--- config.mk ---
export PLATFORM = sky130hd
export DESIGN_NAME = loop_ctrl_seq
export DESIGN_NICKNAME = d
export VERILOG_FILES = /design/src/rtl/loop_ctrl_seq.sv
export SDC_FILE = /design/constraint.sdc
export NUM_CORES = 1
export LEC_CHECK = 0
export CAP_MARGIN = 20
export CORE_MARGIN = 4
export CORE_UTILIZATION = 43
export CTS_CLUSTER_DIAMETER = 80
export CTS_CLUSTER_SIZE = 16
export DETAILED_ROUTE_END_ITERATION = 16
export GPL_TIMING_DRIVEN = 0
export PLACE_DENSITY_LB_ADDON = 0.2
export SKIP_LAST_GASP = 1
export SLEW_MARGIN = 20
export SYNTH_ARGS = -nofsm -noshare
export SYNTH_HDL_FRONTEND = slang
export SYNTH_SLANG_ARGS = --single-unit
--- constraint.sdc ---
create_clock -name Clk -period 1.55 [get_ports Clk]
set_clock_uncertainty 0.1 [all_clocks]
set_input_delay 0.2325 -clock Clk [delete_from_list [all_inputs] [get_ports Clk]]
set_output_delay 0.2325 -clock Clk [all_outputs]
set_load 0.005 [all_outputs]
--- src/rtl/loop_ctrl_seq.sv ---
// rtl/loop_ctrl_seq.sv - loop command sequencer issuing strobes to loop-index counters
module loop_ctrl_seq #(
   parameter int NUM_CNT = 3,
   parameter int CW      = 4
) (
   input  logic               Clk,
   input  logic               RST,
   input  logic               cmd_valid,
   output logic               cmd_ready,
   input  logic [2:0]         cmd_op,
   input  logic [1:0]         cmd_sel,
   input  logic [CW-1:0]      cmd_imm,
   output logic [NUM_CNT-1:0] cnt_wen,
   output logic [NUM_CNT-1:0] cnt_clr,
   output logic [NUM_CNT-1:0] cnt_inc,
   output logic [CW-1:0]      cnt_bus,
   input  logic [NUM_CNT-1:0] cnt_z,
   output logic               done,
   output logic               taken,
   output logic               err
);

   localparam logic [2:0] OP_CLR  = 3'd0;
   localparam logic [2:0] OP_LOAD = 3'd1;
   localparam logic [2:0] OP_INC  = 3'd2;
   localparam logic [2:0] OP_TEST = 3'd3;
   localparam logic [2:0] OP_INCT = 3'd4;
   localparam logic [2:0] SEL_LIM = 3'(NUM_CNT);

   typedef enum logic [1:0] {
      S_IDLE   = 2'd0,
      S_ISSUE  = 2'd1,
      S_SETTLE = 2'd2,
      S_RESP   = 2'd3
   } state_t;

   state_t               r_state;
   state_t               w_next;
   logic [2:0]           r_op;
   logic [1:0]           r_sel;
   logic                 r_ready, r_done, r_taken, r_err;
   logic [NUM_CNT-1:0]   r_wen, r_clr, r_inc;
   logic [CW-1:0]        r_bus;
   logic                 w_ready, w_done, w_taken, w_err;
   logic [NUM_CNT-1:0]   w_wen, w_clr, w_inc;
   logic [CW-1:0]        w_bus;
   logic                 w_accept, w_in_legal, w_lat_legal, w_z_sel;
   logic [NUM_CNT-1:0]   w_in_hot, w_lat_hot;

   function automatic logic f_legal(input logic [2:0] op, input logic [1:0] sel);
      return (op <= OP_INCT) && ({1'b0, sel} < SEL_LIM);
   endfunction

   function automatic logic [NUM_CNT-1:0] f_hot(input logic [1:0] sel);
      logic [NUM_CNT-1:0] v;
      v = '0;
      for (int i = 0; i < NUM_CNT; i++) begin
         if (sel == i[1:0]) v[i] = 1'b1;
      end
      return v;
   endfunction

   assign w_accept    = cmd_valid && r_ready;
   assign w_in_legal  = f_legal(cmd_op, cmd_sel);
   assign w_in_hot    = f_hot(cmd_sel);
   assign w_lat_legal = f_legal(r_op, r_sel);
   assign w_lat_hot   = f_hot(r_sel);
   // Out-of-range selects give an all-zero mask, so no flag can leak through.
   assign w_z_sel     = |(cnt_z & w_lat_hot);

   assign cmd_ready = r_ready;
   assign cnt_wen   = r_wen;
   assign cnt_clr   = r_clr;
   assign cnt_inc   = r_inc;
   assign cnt_bus   = r_bus;
   assign done      = r_done;
   assign taken     = r_taken;
   assign err       = r_err;

   // State register, registered outputs and command latch.
   always_ff @(posedge Clk) begin
      if (RST) begin
         r_state <= S_IDLE;
         r_op    <= '0;
         r_sel   <= '0;
         r_ready <= 1'b1;
         r_wen   <= '0;
         r_clr   <= '0;
         r_inc   <= '0;
         r_bus   <= '0;
         r_done  <= 1'b0;
         r_taken <= 1'b0;
         r_err   <= 1'b0;
      end else begin
         r_state <= w_next;
         r_ready <= w_ready;
         r_wen   <= w_wen;
         r_clr   <= w_clr;
         r_inc   <= w_inc;
         r_bus   <= w_bus;
         r_done  <= w_done;
         r_taken <= w_taken;
         r_err   <= w_err;
         if (w_accept) begin
            r_op  <= cmd_op;
            r_sel <= cmd_sel;
         end
      end
   end

   // Next state plus the output values for the state being entered; strobes are
   // decoded from the live command at accept so they land in the ISSUE cycle.
   always_comb begin
      w_next  = r_state;
      w_wen   = '0;
      w_clr   = '0;
      w_inc   = '0;
      w_bus   = r_bus;
      w_done  = 1'b0;
      w_taken = 1'b0;
      w_err   = 1'b0;
      case (r_state)
         S_IDLE: begin
            if (w_accept) begin
               w_next = S_ISSUE;
               if (w_in_legal) begin
                  case (cmd_op)
                     OP_CLR:  w_clr = w_in_hot;
                     OP_LOAD: begin
                        w_wen = w_in_hot;
                        w_bus = cmd_imm;
                     end
                     OP_INC, OP_INCT: w_inc = w_in_hot;
                     default: ;
                  endcase
               end
            end
         end
         S_ISSUE:  w_next = S_SETTLE;
         S_SETTLE: begin
            w_next = S_RESP;
            w_done = 1'b1;
            if (!w_lat_legal)
               w_err = 1'b1;
            else if (r_op == OP_TEST || r_op == OP_INCT)
               w_taken = w_z_sel;
         end
         S_RESP:   w_next = S_IDLE;
         default:  w_next = S_IDLE;
      endcase
      w_ready = (w_next == S_IDLE);
   end

endmodule
# Word-level counts from Yosys, hierarchy flattened
# Cells that the tools add are included.
# word_totals
output_inout_bits	17
in_bits	15
regBits	24
# classes
n_bitwise	10
n_lt_le_gt_ge	4
reduce_logical	17
mux	10
eq_ne	12
# ops
op	n
5-bit OR reduction	3
1-bit NOT	9
2-bit == test (second input constant)	4
2-bit logical NOT	4
1-bit two-way mux	8
2-bit case mux with 4 select lines	1
2-bit by 1-bit == test with 1-bit output (second input constant)	3
3-bit by 2-bit == test with 1-bit output (second input constant)	2
3-bit == test (second input constant)	2
3-bit less-or-equal comparator (second input constant)	2
2-bit < comparator (second input constant)	2
4-bit AND reduction	1
2-bit OR reduction	2
4-bit OR reduction	1
3-bit bitwise AND	1
3-bit by 1-bit == test with 1-bit output (second input constant)	1
1-bit logical AND	3
3-bit logical NOT	1
3-bit OR reduction	1
2-bit two-way mux	1
1-bit logical OR	1

# Longest topological paths before layout
# Gate-level depths: netlist (run 1).
# logic_depth
depth_word	4
ltp_mapped	6
ltp_nobuf	5

# Worst setup path before layout (run 1)
# Ideal clock, no wire load.
# synth_timing
path_type	register -> register
from	register r_state[0]
to	register r_bus[0], in the netlist cnt_bus[0]
required_ns	1.378
period_less_slack_ns	1.406
setup_time_ns	0.072
path_stages_with_launch	7
path_slack_ns	0.144
arrival_ns	1.234
path_buffers	1
cell_sequence	dfxtp_1 > inv_1 > ha_1 > and3_4 > and4_1 > buf_2 > mux2i_1
# synth_via
elab_chain_len	2
# synth_rtl
element	line	text
start, declared	37	state_t r_state;
start signal, assigned	95	r_state <= w_next;
2-bit logical NOT	122	case (r_state)
4-bit AND reduction (no source line)	--	
end signal, assigned	100	r_bus <= w_bus;
end, declared	43	logic [CW-1:0] r_bus;
# No other way between the ends.
# A chain may end at the register's enable or synchronous reset.

# Final worst setup path (run 1)
# layout_timing
from	register r_bus[2], in the netlist cnt_bus[2]
to	output cnt_bus[2]
# layout_rtl
element	line	text
end, declared	16	output logic [CW-1:0] cnt_bus,
# No word-level cell between the ends.

==> implementation parameters, run 1 <==
Parameter                              Value

Cells and area
  Area occupied by multi-input gates    434 um2
  Footprint of the flip-flops and latches    a little under 500 um2
  Count of filler cells inserted in the layout    167
  Share of post-route cells with drive strength above 1    9.77%
  Post-synthesis to final-layout area growth    43.5%
  Final cell count without fillers    160
  NumNets Final    151
  Antenna diode count    0

Critical path
  Critical path launch point type    register
  Critical path peak fanout    2
  Required time worst endpoint    1.22 ns
  Biggest cell delay along the critical path    ~0.50 ns
  Critical path data arrival time    between 1 and 1.5 ns
  Top Family by Delay on Critical Path    buffers and inverters
  Endpoint type of the worst setup path    output port
  Slowest cell on the critical path    sky130_fd_sc_hd__clkdlybuf4s50_1
  Path type of the worst setup path    register to output port
  Crit path cell chain    clkdlybuf4s50_1
  Number of buffer and inverter instances along the worst setup path    1

Clock tree
  Post-CTS resize count    2
  Number of setup buffers added after CTS    0
  Clock tree sinks    24
  CTS Buffer Depth    2
  TritonCTS buffer count    3
  Clock insertion delay at the later pin of the skew report    between 0.3 and 0.4 ns
  Clock tree root driver cell    sky130_fd_sc_hd__clkbuf_4
  Clock input transition at the sequential cells of the worst setup and hold paths    0.13 ns
  H-tree depth reported by CTS    1
  Clock tree from TritonCTS    done
  CTS Hold Bufs    0

Floorplanning
  Die Height    around 55 um
  Cell Rows    16
  Die span in x    54.6 um
  Die area    2980 um2
  Starting density of the core    46.2%
  Top Ports    32
  Core Footprint    2020 um2

Route
  Wire per inst    11.8 um
  Total number of vias    767
  Remaining DRCs    0
  Ratio of routed vias to standard cells    4.79
  Number of iterations in the first detailed-routing pass    4
  Iteration-0 DRC count of the detailed router    7
  Total wire length after detailed routing    between 1500 and 2000 um
  Antenna violation net count after detailed routing    0

Timing
  F_max    between 0.6 and 0.7 GHz
  Number of slew-limit violations in the final report    0
  Worst slew pin tran    about 0.43 ns
  Number of hold-slack violations in the final timing report    0
  Final worst-path cycle share    a little over nine tenths
  Final setup fails    0
  Worst slew margin relative to its limit    between 70% and 80%
  Tmin final    1.51 ns
  Unrepaired setup endpoints after global routing    yes

Power and ir drop
  VDD IR max    0.000903 V
  Static leakage    approximately 0.48 nW
  Power density cells    1190 nW/um2
  Final total power    between 0.0015 and 0.002 W

Global routing
  Gr ovfl total    0
  Tot GR Track Use    roughly 14%
  Initial antenna violation count    0
  Global-route wire length before repair    approximately 3000 um
  Largest net degree at the start of global routing    15
  Vias in the first global route    733

Logic synthesis
  Post-synthesis sequential area ratio    51.4%
  Number of standard cells after synthesis    a little under 100
  Share of the synthesized area in the top cell type    around half
  Flop and latch count out of synthesis    24
  Main flop type after synthesis    sky130_fd_sc_hd__dfxtp_1
  Synthesized netlist net count    116
  Post-Syn Area    roughly 930 um2
  Library cell occupying the most area in the post-synthesis netlist    sky130_fd_sc_hd__dfxtp_1
  Ys Warns    0
  Share of synthesized flip-flops with an asynchronous set or reset    0%
  Distinct cell type count after synthesis    30
  Post-synth EDFFs    0
  Post-Syn Area per Cell    approximately 9.4 um2
  Leading cell types by total area after synthesis    sky130_fd_sc_hd__dfxtp_1, sky130_fd_sc_hd__nand2b_1, sky130_fd_sc_hd__nand2_1

Place
  Number of I/O port buffers    30
  Placed insts    156
  Weighted congestion reported at the end of routability-driven placement    0.767
  Sum of net half-perimeters after detailed placement    1380 um

Status
  Status    finished clean

Hold path
  HP Class    input pin to register

Flow run
  Number of max-cap violations    0
-- cells in the final DEF, fill, tap and decap left out, types with 3 or more instances in the layout --
master and instances:
sky130_fd_sc_hd__nor4_1 3, sky130_fd_sc_hd__nand2b_1 10, sky130_fd_sc_hd__nor3_1 3, sky130_fd_sc_hd__a21oi_1 5, sky130_fd_sc_hd__nor2_1 4, sky130_fd_sc_hd__dfxtp_1 22
sky130_fd_sc_hd__clkdlybuf4s50_1 29, sky130_fd_sc_hd__nand2_1 14, sky130_fd_sc_hd__mux2i_1 5, sky130_fd_sc_hd__nor2b_1 3, sky130_fd_sc_hd__clkbuf_4 4, sky130_fd_sc_hd__o21ai_0 3
-- where the power goes --
part	switching (W)	internal [W]
combinational	0.000197	0.000225
sequential	0.0000410	0.000685
clock	0.000183	0.000261
total	0.000421	0.00117
-- layout make-up --
class	count	area share, %
Inverter	3	0.840
Buffer	5	1.77
Multi-Input combinational cell	67	32.4
Tap cell	27	2.52
Clock buffer	3	1.68
Sequential cell	24	36.0
Timing Repair Buffer	30	22.6
Clock inverter	1	2.24
-- synthesized netlist by cell type (2+ instances only) --
cell                       count
sky130_fd_sc_hd__nand3b_1      2
sky130_fd_sc_hd__nand2b_1     10
sky130_fd_sc_hd__dfxtp_1      24
sky130_fd_sc_hd__nor2_1        4
sky130_fd_sc_hd__nor3_1        3
sky130_fd_sc_hd__nand2_1      14
sky130_fd_sc_hd__clkbuf_1      2
sky130_fd_sc_hd__nor4_1        3
sky130_fd_sc_hd__a21oi_1       5
sky130_fd_sc_hd__o21ai_0       3
sky130_fd_sc_hd__mux2i_1       5
sky130_fd_sc_hd__ha_1          2
sky130_fd_sc_hd__nor2b_1       3
sky130_fd_sc_hd__inv_1         3
-- state kept, by name (all words and copies together), names as in the netlist --
signal and flops:
done 1, cnt_inc 3, err 1, r_op 3, cnt_wen 3, r_state 2
cnt_bus 4, taken 1, cmd_ready 1, cnt_clr 3, r_sel 2
-- metal layers --
| layer | part of all wire, % | GRT usage, % | up-vias |
|---|---|---|---|
| li1 | - | - | 399 |
| met1 | 41 | 15.0 | 340 |
| met2 | 50 | 24.8 | 24 |
| met3 | 6.9 | 3.54 | 4 |
| met4 | 1.9 | 7.47 | 0 |
| met5 | 0 | 0 | - |
-- worst register-to-register path: cells and delay by family, from the launching register on --
family | cells | cell delay, ns
adders and majority gates | 1 | 0.15
muxes | 1 | 0.18
and+or+nand+nor | 2 | 0.39
DFF | 1 | 0.34
buffers and inverters | 2 | 0.25
-- worst paths after layout --
check        slack (ns)                     from                      end  cells after the start
max                0.04  cnt_bus[2]$_SDFFE_PP0P_               cnt_bus[2]                      1
min                0.09               cmd_sel[1]    cnt_inc[0]$_SDFF_PP0_                      2
min reg2reg        0.39  cnt_bus[0]$_SDFFE_PP0P_  cnt_bus[0]$_SDFFE_PP0P_                      2
max reg2reg        0.08    r_state[1]$_SDFF_PP0_  cnt_bus[1]$_SDFFE_PP0P_                      6
-- through the flow --
stage	TNS (ns)	area (um2)	hold WS, ns	util, %	setup WS (ns)
2_1_floorplan	0	935	0.204	-	0.144
3_3_place_gp	-0.690	1270	0.360	62.7	-0.105
3_5_place_dp	-0.822	1270	0.372	62.7	-0.135
4_1_cts	-0.00195	1330	0.0868	65.5	-0.00195
5_1_grt	-0.0212	1340	0.0913	66.3	-0.0123
6_report	0	1340	0.0869	66.3	0.0378
-- cell families after synthesis --
logic type                 count (synthesis)  synth area share [%]
AOI/OAI and AO/OA                         11                  6.56
xor gates and xnor gates                   1                 0.937
adders and majority gates                  2                  2.68
buffers and inverters                      8                  3.48
DFF                                       24                  51.4
muxes                                      5                  5.35
and+or+nand+nor                           48                  29.6
(Power assumes the default switching activity.)
==> inputs of run 2 (changes only) <==
--- a/config.mk
+++ b/config.mk
@@ -7,7 +7,7 @@
 export LEC_CHECK = 0
 export CAP_MARGIN = 20
 export CORE_MARGIN = 4
-export CORE_UTILIZATION = 43
+export CORE_UTILIZATION = 47
 export CTS_CLUSTER_DIAMETER = 80
 export CTS_CLUSTER_SIZE = 16
 export DETAILED_ROUTE_END_ITERATION = 16
==> constraint.sdc (replaced) <==
create_clock -name Clk -period 1.75 [get_ports Clk]
set_clock_uncertainty 0.1 [all_clocks]
set_input_delay 0.2625 -clock Clk [delete_from_list [all_inputs] [get_ports Clk]]
set_output_delay 0.2625 -clock Clk [all_outputs]
set_load 0.005 [all_outputs]
==> run 2 against run 1 <==
Effect of this change: first-iteration DRC count rose by 86%; clock power fell by 12%; sequential share of layout area rose by 0.43 points; worst setup slack improved by 0.13 ns.
==> implementation parameters, run 2 (synthesized netlist as in run 1, its figures left out) <==
Parameter                              Value

Route
  Iteration-0 DRC count of the detailed router    13
  Total wire length after detailed routing    1860 um
  Remaining DRCs    0
  Ratio of routed vias to standard cells    approximately 5.0
  Wire per inst    11.8 um
  Antenna violation net count after detailed routing    0
  Total number of vias    797
  Number of iterations in the first detailed-routing pass    4

Cells and area
  Antenna diode count    0
  NumNets Final    151
  Post-synthesis to final-layout area growth    41.1%
  Most common cell after layout, fill and taps aside    sky130_fd_sc_hd__clkdlybuf4s50_1
  Commonest non-fill, non-tap cells in the layout    sky130_fd_sc_hd__clkdlybuf4s50_1, sky130_fd_sc_hd__dfxtp_1, sky130_fd_sc_hd__nand2_1
  Share of post-route cells with drive strength above 1    6.77%
  Number of flip-flops in the largest register    4
  Count of filler cells inserted in the layout    145

Critical path
  Critical path launch point type    register
  Required time worst endpoint    1.39 ns
  Endpoint type of the worst setup path    output port
  Number of buffer and inverter instances along the worst setup path    1
  R2R depth    6
  Critical path peak fanout    4
  Path type of the worst setup path    register to output port
  Biggest cell delay along the critical path    0.52 ns
  Critical Path Stages    1
  Crit path cell chain    clkdlybuf4s50_1
  Critical path data arrival time    1.22 ns
  Top Family by Delay on Critical Path    buffers and inverters
  Slowest cell on the critical path    sky130_fd_sc_hd__clkdlybuf4s50_1

Timing
  Unrepaired setup endpoints after global routing    no
  Number of slew-limit violations in the final report    0
  Number of hold-slack violations in the final timing report    0
  Total Neg Setup Slack    0 ns
  Tmin final    1.58 ns
  Worst slew margin relative to its limit    72.0%
  Final worst-path cycle share    around 90%
  WHS    0.137 ns
  Worst slew pin tran    0.419 ns
  Final setup fails    0
  F_max    around 0.63 GHz

Global routing
  Routing usage on met3    2.85%
  Tot GR Track Use    14.9%
  Initial antenna violation count    0
  Vias in the first global route    743
  Global-route wire length before repair    3030 um
  Met2 usage    26.0%
  GRT busiest layer    met2
  Met1 Resource Use GR    16.5%
  Gr ovfl total    0
  Largest net degree at the start of global routing    15

Clock tree
  H-tree depth reported by CTS    1
  Clock tree root driver cell    sky130_fd_sc_hd__clkbuf_4
  TritonCTS buffer count    3
  Clock tree from TritonCTS    done
  Number of setup buffers added after CTS    0
  Clock insertion delay at the later pin of the skew report    0.31 ns
  Clock input transition at the sequential cells of the worst setup and hold paths    0.13 ns
  CTS Hold Bufs    0
  Post-CTS resize count    0
  CTS Buffer Depth    2
  Clock tree sinks    24

Flow run
  Number of max-cap violations    0

Power and ir drop
  Internal cell power    around 0.0010 W
  VDD IR max    0.000821 V
  Switching part of the total power    25.9%
  Switching Power    0.000353 W
  Static leakage    0.476 nW
  Power density cells    1030 nW/um2
  Clock network power share    28.6%
  Combinational share of power    24.6%
  Power share of the sequential group    46.9%

Place
  Weighted congestion reported at the end of routability-driven placement    between 0.7 and 0.8
  Sum of net half-perimeters after detailed placement    1440 um
  Number of I/O port buffers    30

Floorplanning
  Starting density of the core    between 50 and 60%
  Core Footprint    around 1800 um2
  Top Ports    32
  Die Height    between 50 and 60 um
  Cell Rows    15
  Die area    ~2800 um2
  Die span in x    52.6 um

Hold path
  HP Class    input pin to register
  Hold Path Cell Cnt    2

Status
  Status    finished clean
-- run 2: path summary, 6_finish.rpt --
kind	slack, ns	from	end
max	0.17	cmd_ready$_SDFF_PP1_	cmd_ready
min	0.14	cmd_sel[1]	cnt_inc[1]$_SDFF_PP0_
max reg2reg	0.21	r_state[0]$_SDFF_PP0_	cnt_bus[3]$_SDFFE_PP0P_
min reg2reg	0.38	cnt_bus[3]$_SDFFE_PP0P_	cnt_bus[3]$_SDFFE_PP0P_
-- run 2: power groups by stage --
| stage | combinational, W | clock (W) | sequential, W |
|---|---|---|---|
| 2_1_floorplan | 0.000210 | 0 | 0.000647 |
| 3_3_place_gp | 0.000322 | 0 | 0.000649 |
| 3_5_place_dp | 0.000334 | 0 | 0.000651 |
| 4_1_cts | 0.000337 | 0.000398 | 0.000639 |
| 5_1_grt | 0.000372 | 0.000415 | 0.000648 |
| 6_report | 0.000335 | 0.000389 | 0.000639 |
-- run 2: cell type report --
class                           count  area, um2  share of cell area (%)
Clock inverter                      1       30.0                    2.28
Buffer                              5       21.3                    1.61
Timing Repair Buffer               30        300                    22.8
Multi-Input combinational cell     67        422                    32.0
Clock buffer                        3       22.5                    1.71
Tap cell                           25       31.3                    2.37
Sequential cell                    24        480                    36.4
Inverter                            3       11.3                   0.854
-- run 2: per-layer routing --
metal | wire, um | vias up
li1 | - | 405
met1 | 840 | 361
met2 | 860 | 24
met3 | 108 | 7
met4 | 55 | 0
met5 | 0 | -
-- run 2: metrics by stage --
step                      instance area, um2  utilization, %  setup WS (ns)  power (W)  std cells
after global routing                    1320            73.2          0.104    0.00144        158
after detailed placement                1270            70.3         0.0324   0.000985        154
after floorplan                          935               -          0.344   0.000858         99
after CTS                               1320            73.2          0.166    0.00137        158
final                                   1320            73.2          0.167    0.00136        158
after global placement                  1270            70.3         0.0649   0.000971        154
==> inputs of run 3 (changes only) <==
--- a/config.mk
+++ b/config.mk
@@ -8,7 +8,7 @@
 export CAP_MARGIN = 20
 export CORE_MARGIN = 4
 export CORE_UTILIZATION = 47
-export CTS_CLUSTER_DIAMETER = 80
+export CTS_CLUSTER_DIAMETER = 200
 export CTS_CLUSTER_SIZE = 16
 export DETAILED_ROUTE_END_ITERATION = 16
 export GPL_TIMING_DRIVEN = 0
==> results of run 3 <==
No change in the layout: final DEF, timing and power equal those of run 2.
